==> src/rtl/load_data_unit_if.sv <==
// load_data_unit_pkg / load_data_unit_if
//   Access-size type shared by the load engine and its environment, and the
//   interface that bundles the load engine's pipeline and data-bus signals.
//
//   Pipeline side : req_valid, req_addr, req_msize, req_signed, flush (in)
//                   busy, resp_valid, resp_data, resp_misalign      (out)
//   Data-bus side : dreq_valid, dreq_addr, dreq_size, dreq_strobe   (out)
//                   dresp_data_ok, dresp_data                       (in)
//
//   Modport slave is the load engine's view; modport master is the view of
//   whatever drives it (pipeline plus bus model).

package load_data_unit_pkg;
   typedef enum logic [1:0] {
      MSIZE1 = 2'd0,
      MSIZE2 = 2'd1,
      MSIZE4 = 2'd2,
      MSIZE8 = 2'd3
   } msize_t;
endpackage

interface load_data_unit_if;
   import load_data_unit_pkg::*;

   logic        req_valid;
   logic [63:0] req_addr;
   msize_t      req_msize;
   logic        req_signed;
   logic        flush;
   logic        busy;
   logic        resp_valid;
   logic [63:0] resp_data;
   logic        resp_misalign;
   logic        dreq_valid;
   logic [63:0] dreq_addr;
   msize_t      dreq_size;
   logic [7:0]  dreq_strobe;
   logic        dresp_data_ok;
   logic [63:0] dresp_data;

   modport slave (
      input  req_valid, req_addr, req_msize, req_signed, flush,
      input  dresp_data_ok, dresp_data,
      output busy, resp_valid, resp_data, resp_misalign,
      output dreq_valid, dreq_addr, dreq_size, dreq_strobe
   );

   modport master (
      output req_valid, req_addr, req_msize, req_signed, flush,
      output dresp_data_ok, dresp_data,
      input  busy, resp_valid, resp_data, resp_misalign,
      input  dreq_valid, dreq_addr, dreq_size, dreq_strobe
   );
endinterface

==> src/rtl/load_data_unit.sv <==
// load_data_unit
//   Memory-stage load engine. Accepts one load request, issues a single dbus
//   read, waits for the response word, then selects the addressed byte lanes
//   and sign/zero-extends them to 64 bits. Misaligned requests complete
//   without touching the bus. A flush while the bus read is outstanding
//   drains the response instead of reporting it.
//
//   clk   : clock
//   reset : asynchronous, active-high reset
//   bus   : load_data_unit_if.slave (pipeline request/response + dbus)

module load_data_unit
   import load_data_unit_pkg::*;
(
   input logic              clk,
   input logic              reset,
   load_data_unit_if.slave  bus
);

   typedef enum logic [1:0] {
      IDLE  = 2'd0,
      WAIT  = 2'd1,
      DRAIN = 2'd2,
      DONE  = 2'd3
   } state_t;

   state_t      state_q, state_d;
   logic        dreq_valid_q, dreq_valid_d;
   logic [63:0] dreq_addr_q, dreq_addr_d;
   msize_t      dreq_size_q, dreq_size_d;
   logic        signed_q, signed_d;
   logic        resp_valid_q, resp_valid_d;
   logic [63:0] resp_data_q, resp_data_d;
   logic        resp_misalign_q, resp_misalign_d;

   logic        req_aligned;
   logic [63:0] load_value;

   function automatic logic is_aligned(input logic [2:0] off, input msize_t size);
      logic ok;
      case (size)
         MSIZE1:  ok = 1'b1;
         MSIZE2:  ok = (off[0] == 1'b0);
         MSIZE4:  ok = (off[1:0] == 2'b00);
         default: ok = (off == 3'b000);
      endcase
      return ok;
   endfunction

   // Alignment guarantees that shifting right by 8*offset lands every access
   // size on bit 0 (for a word, 8*offset is 0 or 32), so one shifter serves
   // all sizes.
   function automatic logic [63:0] extract(input logic [63:0] data,
                                           input logic [2:0]  off,
                                           input msize_t      size,
                                           input logic        sgn);
      logic [63:0] sh;
      logic [63:0] res;
      sh = data >> {off, 3'b000};
      case (size)
         MSIZE1:  res = {{56{sgn & sh[7]}},  sh[7:0]};
         MSIZE2:  res = {{48{sgn & sh[15]}}, sh[15:0]};
         MSIZE4:  res = {{32{sgn & sh[31]}}, sh[31:0]};
         default: res = sh;
      endcase
      return res;
   endfunction

   assign req_aligned = is_aligned(bus.req_addr[2:0], bus.req_msize);
   assign load_value  = extract(bus.dresp_data, dreq_addr_q[2:0], dreq_size_q, signed_q);

   always_comb begin
      state_d         = state_q;
      dreq_valid_d    = dreq_valid_q;
      dreq_addr_d     = dreq_addr_q;
      dreq_size_d     = dreq_size_q;
      signed_d        = signed_q;
      resp_valid_d    = 1'b0;
      resp_data_d     = resp_data_q;
      resp_misalign_d = 1'b0;

      case (state_q)
         IDLE: begin
            if (bus.req_valid && !bus.flush) begin
               if (req_aligned) begin
                  state_d      = WAIT;
                  dreq_valid_d = 1'b1;
                  dreq_addr_d  = bus.req_addr;
                  dreq_size_d  = bus.req_msize;
                  signed_d     = bus.req_signed;
               end else begin
                  state_d         = DONE;
                  resp_valid_d    = 1'b1;
                  resp_misalign_d = 1'b1;
                  resp_data_d     = '0;
               end
            end
         end

         WAIT: begin
            if (bus.dresp_data_ok) begin
               dreq_valid_d = 1'b0;
               if (bus.flush) begin
                  state_d = IDLE;
               end else begin
                  state_d      = DONE;
                  resp_valid_d = 1'b1;
                  resp_data_d  = load_value;
               end
            end else if (bus.flush) begin
               state_d = DRAIN;
            end
         end

         // The bus read cannot be withdrawn, so keep requesting until its
         // data arrives and then discard it.
         DRAIN: begin
            if (bus.dresp_data_ok) begin
               state_d      = IDLE;
               dreq_valid_d = 1'b0;
            end
         end

         // A request still held high here belongs to the load just finished,
         // so it is never re-accepted.
         default: begin
            state_d = IDLE;
         end
      endcase
   end

   always_ff @(posedge clk or posedge reset) begin
      if (reset) begin
         state_q         <= IDLE;
         dreq_valid_q    <= 1'b0;
         dreq_addr_q     <= '0;
         dreq_size_q     <= MSIZE1;
         signed_q        <= 1'b0;
         resp_valid_q    <= 1'b0;
         resp_data_q     <= '0;
         resp_misalign_q <= 1'b0;
      end else begin
         state_q         <= state_d;
         dreq_valid_q    <= dreq_valid_d;
         dreq_addr_q     <= dreq_addr_d;
         dreq_size_q     <= dreq_size_d;
         signed_q        <= signed_d;
         resp_valid_q    <= resp_valid_d;
         resp_data_q     <= resp_data_d;
         resp_misalign_q <= resp_misalign_d;
      end
   end

   assign bus.busy          = (state_q != IDLE) || (bus.req_valid && !bus.flush);
   // A flush arriving during DONE must still kill the result, so the
   // registered pulse is gated by the live flush.
   assign bus.resp_valid    = resp_valid_q && !bus.flush;
   assign bus.resp_data     = resp_data_q;
   assign bus.resp_misalign = resp_misalign_q;
   assign bus.dreq_valid    = dreq_valid_q;
   assign bus.dreq_addr     = dreq_addr_q;
   assign bus.dreq_size     = dreq_size_q;
   assign bus.dreq_strobe   = '0;

endmodule

==> src/flat_wrapper.sv <==
// flat-port wrapper written by rule: the top's interface ports become plain ports
module load_data_unit_flat import load_data_unit_pkg::*;
  (clk, reset, bus_req_valid, bus_req_addr, bus_req_msize, bus_req_signed, bus_flush, bus_dresp_data_ok, bus_dresp_data, bus_busy, bus_resp_valid, bus_resp_data, bus_resp_misalign, bus_dreq_valid, bus_dreq_addr, bus_dreq_size, bus_dreq_strobe);
  load_data_unit_if bus_i ();
  input logic clk;
  input logic reset;
  input wire logic [$bits(bus_i.req_valid)-1:0] bus_req_valid;
  input wire logic [$bits(bus_i.req_addr)-1:0] bus_req_addr;
  input wire logic [$bits(bus_i.req_msize)-1:0] bus_req_msize;
  input wire logic [$bits(bus_i.req_signed)-1:0] bus_req_signed;
  input wire logic [$bits(bus_i.flush)-1:0] bus_flush;
  input wire logic [$bits(bus_i.dresp_data_ok)-1:0] bus_dresp_data_ok;
  input wire logic [$bits(bus_i.dresp_data)-1:0] bus_dresp_data;
  output wire logic [$bits(bus_i.busy)-1:0] bus_busy;
  output wire logic [$bits(bus_i.resp_valid)-1:0] bus_resp_valid;
  output wire logic [$bits(bus_i.resp_data)-1:0] bus_resp_data;
  output wire logic [$bits(bus_i.resp_misalign)-1:0] bus_resp_misalign;
  output wire logic [$bits(bus_i.dreq_valid)-1:0] bus_dreq_valid;
  output wire logic [$bits(bus_i.dreq_addr)-1:0] bus_dreq_addr;
  output wire logic [$bits(bus_i.dreq_size)-1:0] bus_dreq_size;
  output wire logic [$bits(bus_i.dreq_strobe)-1:0] bus_dreq_strobe;
  assign bus_i.req_valid = bus_req_valid;
  assign bus_i.req_addr = bus_req_addr;
  assign bus_i.req_msize = bus_req_msize;
  assign bus_i.req_signed = bus_req_signed;
  assign bus_i.flush = bus_flush;
  assign bus_i.dresp_data_ok = bus_dresp_data_ok;
  assign bus_i.dresp_data = bus_dresp_data;
  assign bus_busy = bus_i.busy;
  assign bus_resp_valid = bus_i.resp_valid;
  assign bus_resp_data = bus_i.resp_data;
  assign bus_resp_misalign = bus_i.resp_misalign;
  assign bus_dreq_valid = bus_i.dreq_valid;
  assign bus_dreq_addr = bus_i.dreq_addr;
  assign bus_dreq_size = bus_i.dreq_size;
  assign bus_dreq_strobe = bus_i.dreq_strobe;
  load_data_unit u_core (.clk(clk), .reset(reset), .bus(bus_i));
endmodule
==> config.mk <==
export PLATFORM = sky130hd
export DESIGN_NAME = load_data_unit_flat
export DESIGN_NICKNAME = d
export VERILOG_FILES = /design/src/rtl/load_data_unit_if.sv /design/src/rtl/load_data_unit.sv /design/src/flat_wrapper.sv
export SDC_FILE = /design/constraint.sdc
export NUM_CORES = 1
export LEC_CHECK = 0
export CAP_MARGIN = 20
export CORE_AREA = 4 4 141 143
export DETAILED_ROUTE_END_ITERATION = 8
export DIE_AREA = 0 0 145 147
export HOLD_SLACK_MARGIN = 0.1
export PLACE_DENSITY = 0.73
export SLEW_MARGIN = 0
export SYNTH_ARGS = -nofsm -noshare
export SYNTH_HDL_FRONTEND = slang
export SYNTH_SLANG_ARGS = --single-unit
==> constraint.sdc <==
create_clock -name clk -period 9.8 [get_ports clk]
set_input_delay 1.96 -clock clk [delete_from_list [all_inputs] [get_ports clk]]
set_output_delay 1.96 -clock clk [all_outputs]
set_load 0.02 [all_outputs]
==> results.yml <==
outcome:
  outcome: "completed"
floorplanning:
  num_rows: 50
  die_w_um: 145
  io_pins: 278
  floorplan.core_area_sq_um: 18600
  chipHeight_um: 147
  floorplan.initialDensity_pct: 39.5
  floorplan.die_area_sq_um: 21300
logic_synthesis:
  yosys.area_share.simple_pct: 8.86
  synth.yosys.warnings: 0
  synth_cell_types: 46
  synth_compound_gate_area_share_pct: 15.6
  multiplexer_share_of_the_synthesized_area_pct: 24.0
  synth.yosys.seq_area_share_pct: 46.4
  yosys.area_share.adder_pct: 0.511
  synth_top_family_by_area: "multiplexers"
  yosys.area.top_type: "sky130_fd_sc_hd__dfrtp_1"
  synth_edf_count: 0
  prevailing_post_synth_register_cell: "sky130_fd_sc_hd__dfrtp_1"
  synth_async_sr_flop_share_pct: 100
  area_contributors_post_synth: "sky130_fd_sc_hd__dfrtp_1 (46%), sky130_fd_sc_hd__mux2_2 (11%), sky130_fd_sc_hd__mux2i_1 (9.5%)"
  avgSynthCellArea_sq_um: 11.0
  ys_ff_latch: 136
  synth_area_sq_um: 7340
  postSynthCellCount: 668
  yosys.area_share.xor_xnor_pct: 0
  synthDominantCellAreaShare_pct: 46.4
pwr:
  power.density_nw_per_um2: 341
  vdd_ir_drop_max_v: 0.000182
  total_leakage_power_nw: 4.50
sta:
  layout_setup_ws_ns: 4.46
  worst-slew-pin-transition_ns: 0.902
  maxSlewViolCount: 0
  finalClockSkew_ns: 0.00823
  setup_viol_count_final: 0
  hold_slack_ns: 0.479
  period_share_pct: 54.5
  relSlewSlack_pct: 39.9
  setup-tns-final_ns: 0
  grt_setup_unrepaired: "false"
  final_number_of_hold_violating_endpoints: 0
  period_minus_slack_ns: 5.34
  fmax_mhz: 187
worst_setup_path:
  r2r_cells: 7
  critPathMaxFanout: 5
  reg2reg_setup_slack_ns: 6.79
  arrival_ns: 3.38
  crit_path_start_kind: "input port"
  crit_path_start: "bus_flush"
  reg2reg_from: "u_core.bus.dreq_addr[1]"
  criticalPathCategory: "input port to primary output"
  crit_path_end_kind: "primary output"
  endpoint: "bus_busy"
  reg2reg_capture_point: "u_core.bus.resp_data[49]"
  crit_required_ns: 7.84
clock_network:
  clock_tree_from_tritoncts: "built"
  ctsHtreeMaxLevel: 4
  clkLatencyLatePin_ns: 0.41
  cts_inserted_buffers: 17
  cts_resized: 0
  cts_root_buffer: "sky130_fd_sc_hd__clkbuf_16"
  postCtsSetupBuffers: 0
  cts_max_path_buffers: 2
  cts_num_sinks: 136
  postCtsHoldBufs: 0
  clk_pin_slew_worst_paths_ns: 0.06
grt:
  grt_util_all_layers_pct: 22.1
  overflow: 0
  grt_max_degree: 71
  number_of_antenna_violations_at_the_first_check_in_global_routing: 2
  via_count_of_the_first_global_routing_pass: 6354
  grt_pass1_wl_um: 37300
detailed_routing:
  remaining_drc_errors: 0
  avgViaCountPerCell: 5.38
  drt-wirelength-per-cell_um: 20.7
  postRouteWirelength_um: 24100
  num_vias: 6255
  drt_iter0_markers: 368
  final_antenna_net_count: 0
  drt_first_pass_iters: 6
layout:
  combined_area_of_the_multi_input_logic_cells_sq_um: 3630
  nNetsFinal: 1051
  layout.area.seq_sq_um: 3410
  drive_above_1_share_pct: 19.2
  number_of_cells_in_the_finished_layout_apart_from_fillers: 1162
  num-fill-cells: 1633
  area_delta_synth_final_pct: 45.6
placement:
  gp_routability_congestion: 0.878
  numPlacedInstances: 1125
  pre_cts_ws_ns: 4.46
  place.detailed.hpwl_um: 17600
  io_buffers: 269
hold_path:
  worst_hold_path_type: "register to register"
job:
  timing.max_cap.violations: 0
[final cells by class]
type	instances	share of cell area (%)
inverters	4	0.187
flip-flops and latches	136	31.9
well taps	234	2.74
clock buffers	18	4.01
clock inverters	14	1.05
diodes	3	0.0702
multi-input cells	473	33.9
repair buffers	280	26.1
[sequential cells by signal (all words and copies together) (netlist names)]
register,count
u_core.resp_valid_q,1
u_core.signed_q,1
u_core.bus.dreq_addr,64
u_core.state_q,2
u_core.bus.resp_misalign,1
u_core.bus.dreq_valid,1
u_core.bus.dreq_size,2
u_core.bus.resp_data,64
[how the worst min path moves through the flow]
stage | start | endpoint | slack (ns) | cells past startpoint
4_1_cts | u_core.bus.resp_data[32] | u_core.bus.resp_data[32] | 0.48 | 2
2_1_floorplan | u_core.state_q[1] | u_core.state_q[1] | 0.51 | 1
6_report | u_core.bus.resp_data[43] | u_core.bus.resp_data[43] | 0.48 | 2
5_1_grt | u_core.bus.resp_data[60] | u_core.bus.resp_data[60] | 0.51 | 2
3_3_place_gp | u_core.bus.resp_data[58] | u_core.bus.resp_data[58] | 0.46 | 2
3_5_place_dp | u_core.bus.resp_data[32] | u_core.bus.resp_data[32] | 0.47 | 2
[per-stage QoR]
step                utilization [%]  area (sq um)  power [W]
floorplan                         -          7370    0.00220
global placement               54.4         10100    0.00302
detailed placement             54.4         10100    0.00304
CTS                            57.3         10600    0.00365
global route                   57.5         10700    0.00385
finish                         57.5         10700    0.00364
[cell families (layout without fill, tap and decap cells)]
kind of cell,Yosys count,in the layout
multiplexers,156,156
other,1,11
flip-flops,136,136
adder cells (fa/ha/maj),3,3
AND/OR/NAND/NOR,148,148
AO/OA/AOI/OAI,158,158
buffers and inverters,66,316
[metal layers]
metal | up-vias | global-route usage (%) | share of wire [%]
met5 | - | 0 | 0
met4 | 0 | 6.56 | 2.6
met3 | 35 | 6.63 | 8.6
met2 | 280 | 35.3 | 48
met1 | 3036 | 29.2 | 41
li1 | 2904 | - | -
[critical path: stages]
cell and delay [ns]:
sky130_fd_sc_hd__clkdlybuf4s50_1 0.46, sky130_fd_sc_hd__nand2b_1 0.19, sky130_fd_sc_hd__nand2_1 0.13, sky130_fd_sc_hd__clkdlybuf4s50_1 0.63
[cell usage in the layout (no fill, tap or decap), types with 2 or more instances in the layout]
cell,n
sky130_fd_sc_hd__mux4_2,8
sky130_fd_sc_hd__a21oi_1,18
sky130_fd_sc_hd__o21ai_2,33
sky130_fd_sc_hd__diode_2,3
sky130_fd_sc_hd__a221oi_1,2
sky130_fd_sc_hd__dfrtp_1,133
sky130_fd_sc_hd__mux2i_1,70
sky130_fd_sc_hd__a2bb2oi_1,7
sky130_fd_sc_hd__buf_4,9
sky130_fd_sc_hd__conb_1,8
sky130_fd_sc_hd__inv_6,8
sky130_fd_sc_hd__nor3_1,3
sky130_fd_sc_hd__nand2b_1,5
sky130_fd_sc_hd__a32oi_1,18
sky130_fd_sc_hd__mux2_2,73
sky130_fd_sc_hd__clkdlybuf4s50_1,269
sky130_fd_sc_hd__clkbuf_16,17
sky130_fd_sc_hd__a31oi_1,7
sky130_fd_sc_hd__inv_1,3
sky130_fd_sc_hd__or2_2,11
sky130_fd_sc_hd__o221ai_1,7
sky130_fd_sc_hd__nand3_1,10
sky130_fd_sc_hd__ha_1,3
sky130_fd_sc_hd__a22oi_1,7
sky130_fd_sc_hd__mux2_1,5
sky130_fd_sc_hd__nor2b_1,6
sky130_fd_sc_hd__nand2_1,72
sky130_fd_sc_hd__a21o_1,2
sky130_fd_sc_hd__o21ai_0,28
sky130_fd_sc_hd__dfrtp_2,3
sky130_fd_sc_hd__o22ai_1,14
sky130_fd_sc_hd__nor2_1,35
sky130_fd_sc_hd__clkinvlp_4,5
sky130_fd_sc_hd__o21ai_1,7
[power breakdown]
group / switching, W / internal [W] / total (W)
Clock: 0.000268 / 0.000329 / 0.000597
Combinational: 0.00112 / 0.000949 / 0.00207
Sequential: 0.000159 / 0.000821 / 0.000981
Total: 0.00155 / 0.00210 / 0.00364
[Yosys cell counts, types with 2 or more instances]
| cell | n |
|---|---|
| sky130_fd_sc_hd__a21o_1 | 2 |
| sky130_fd_sc_hd__a21oi_1 | 18 |
| sky130_fd_sc_hd__a221oi_1 | 2 |
| sky130_fd_sc_hd__a22oi_1 | 7 |
| sky130_fd_sc_hd__a2bb2oi_1 | 7 |
| sky130_fd_sc_hd__a31oi_1 | 7 |
| sky130_fd_sc_hd__a32oi_1 | 18 |
| sky130_fd_sc_hd__buf_1 | 8 |
| sky130_fd_sc_hd__buf_2 | 13 |
| sky130_fd_sc_hd__buf_4 | 10 |
| sky130_fd_sc_hd__buf_6 | 5 |
| sky130_fd_sc_hd__clkbuf_1 | 26 |
| sky130_fd_sc_hd__dfrtp_1 | 136 |
| sky130_fd_sc_hd__ha_1 | 3 |
| sky130_fd_sc_hd__inv_1 | 4 |
| sky130_fd_sc_hd__mux2_1 | 5 |
| sky130_fd_sc_hd__mux2_2 | 73 |
| sky130_fd_sc_hd__mux2i_1 | 70 |
| sky130_fd_sc_hd__mux4_2 | 8 |
| sky130_fd_sc_hd__nand2_1 | 73 |
| sky130_fd_sc_hd__nand2b_1 | 5 |
| sky130_fd_sc_hd__nand3_1 | 10 |
| sky130_fd_sc_hd__nor2_1 | 35 |
| sky130_fd_sc_hd__nor2b_1 | 6 |
| sky130_fd_sc_hd__nor3_1 | 3 |
| sky130_fd_sc_hd__o21ai_0 | 28 |
| sky130_fd_sc_hd__o21ai_1 | 7 |
| sky130_fd_sc_hd__o21ai_2 | 33 |
| sky130_fd_sc_hd__o221ai_1 | 7 |
| sky130_fd_sc_hd__o22ai_1 | 14 |
| sky130_fd_sc_hd__or2_2 | 10 |
(Power assumes the default switching activity.)
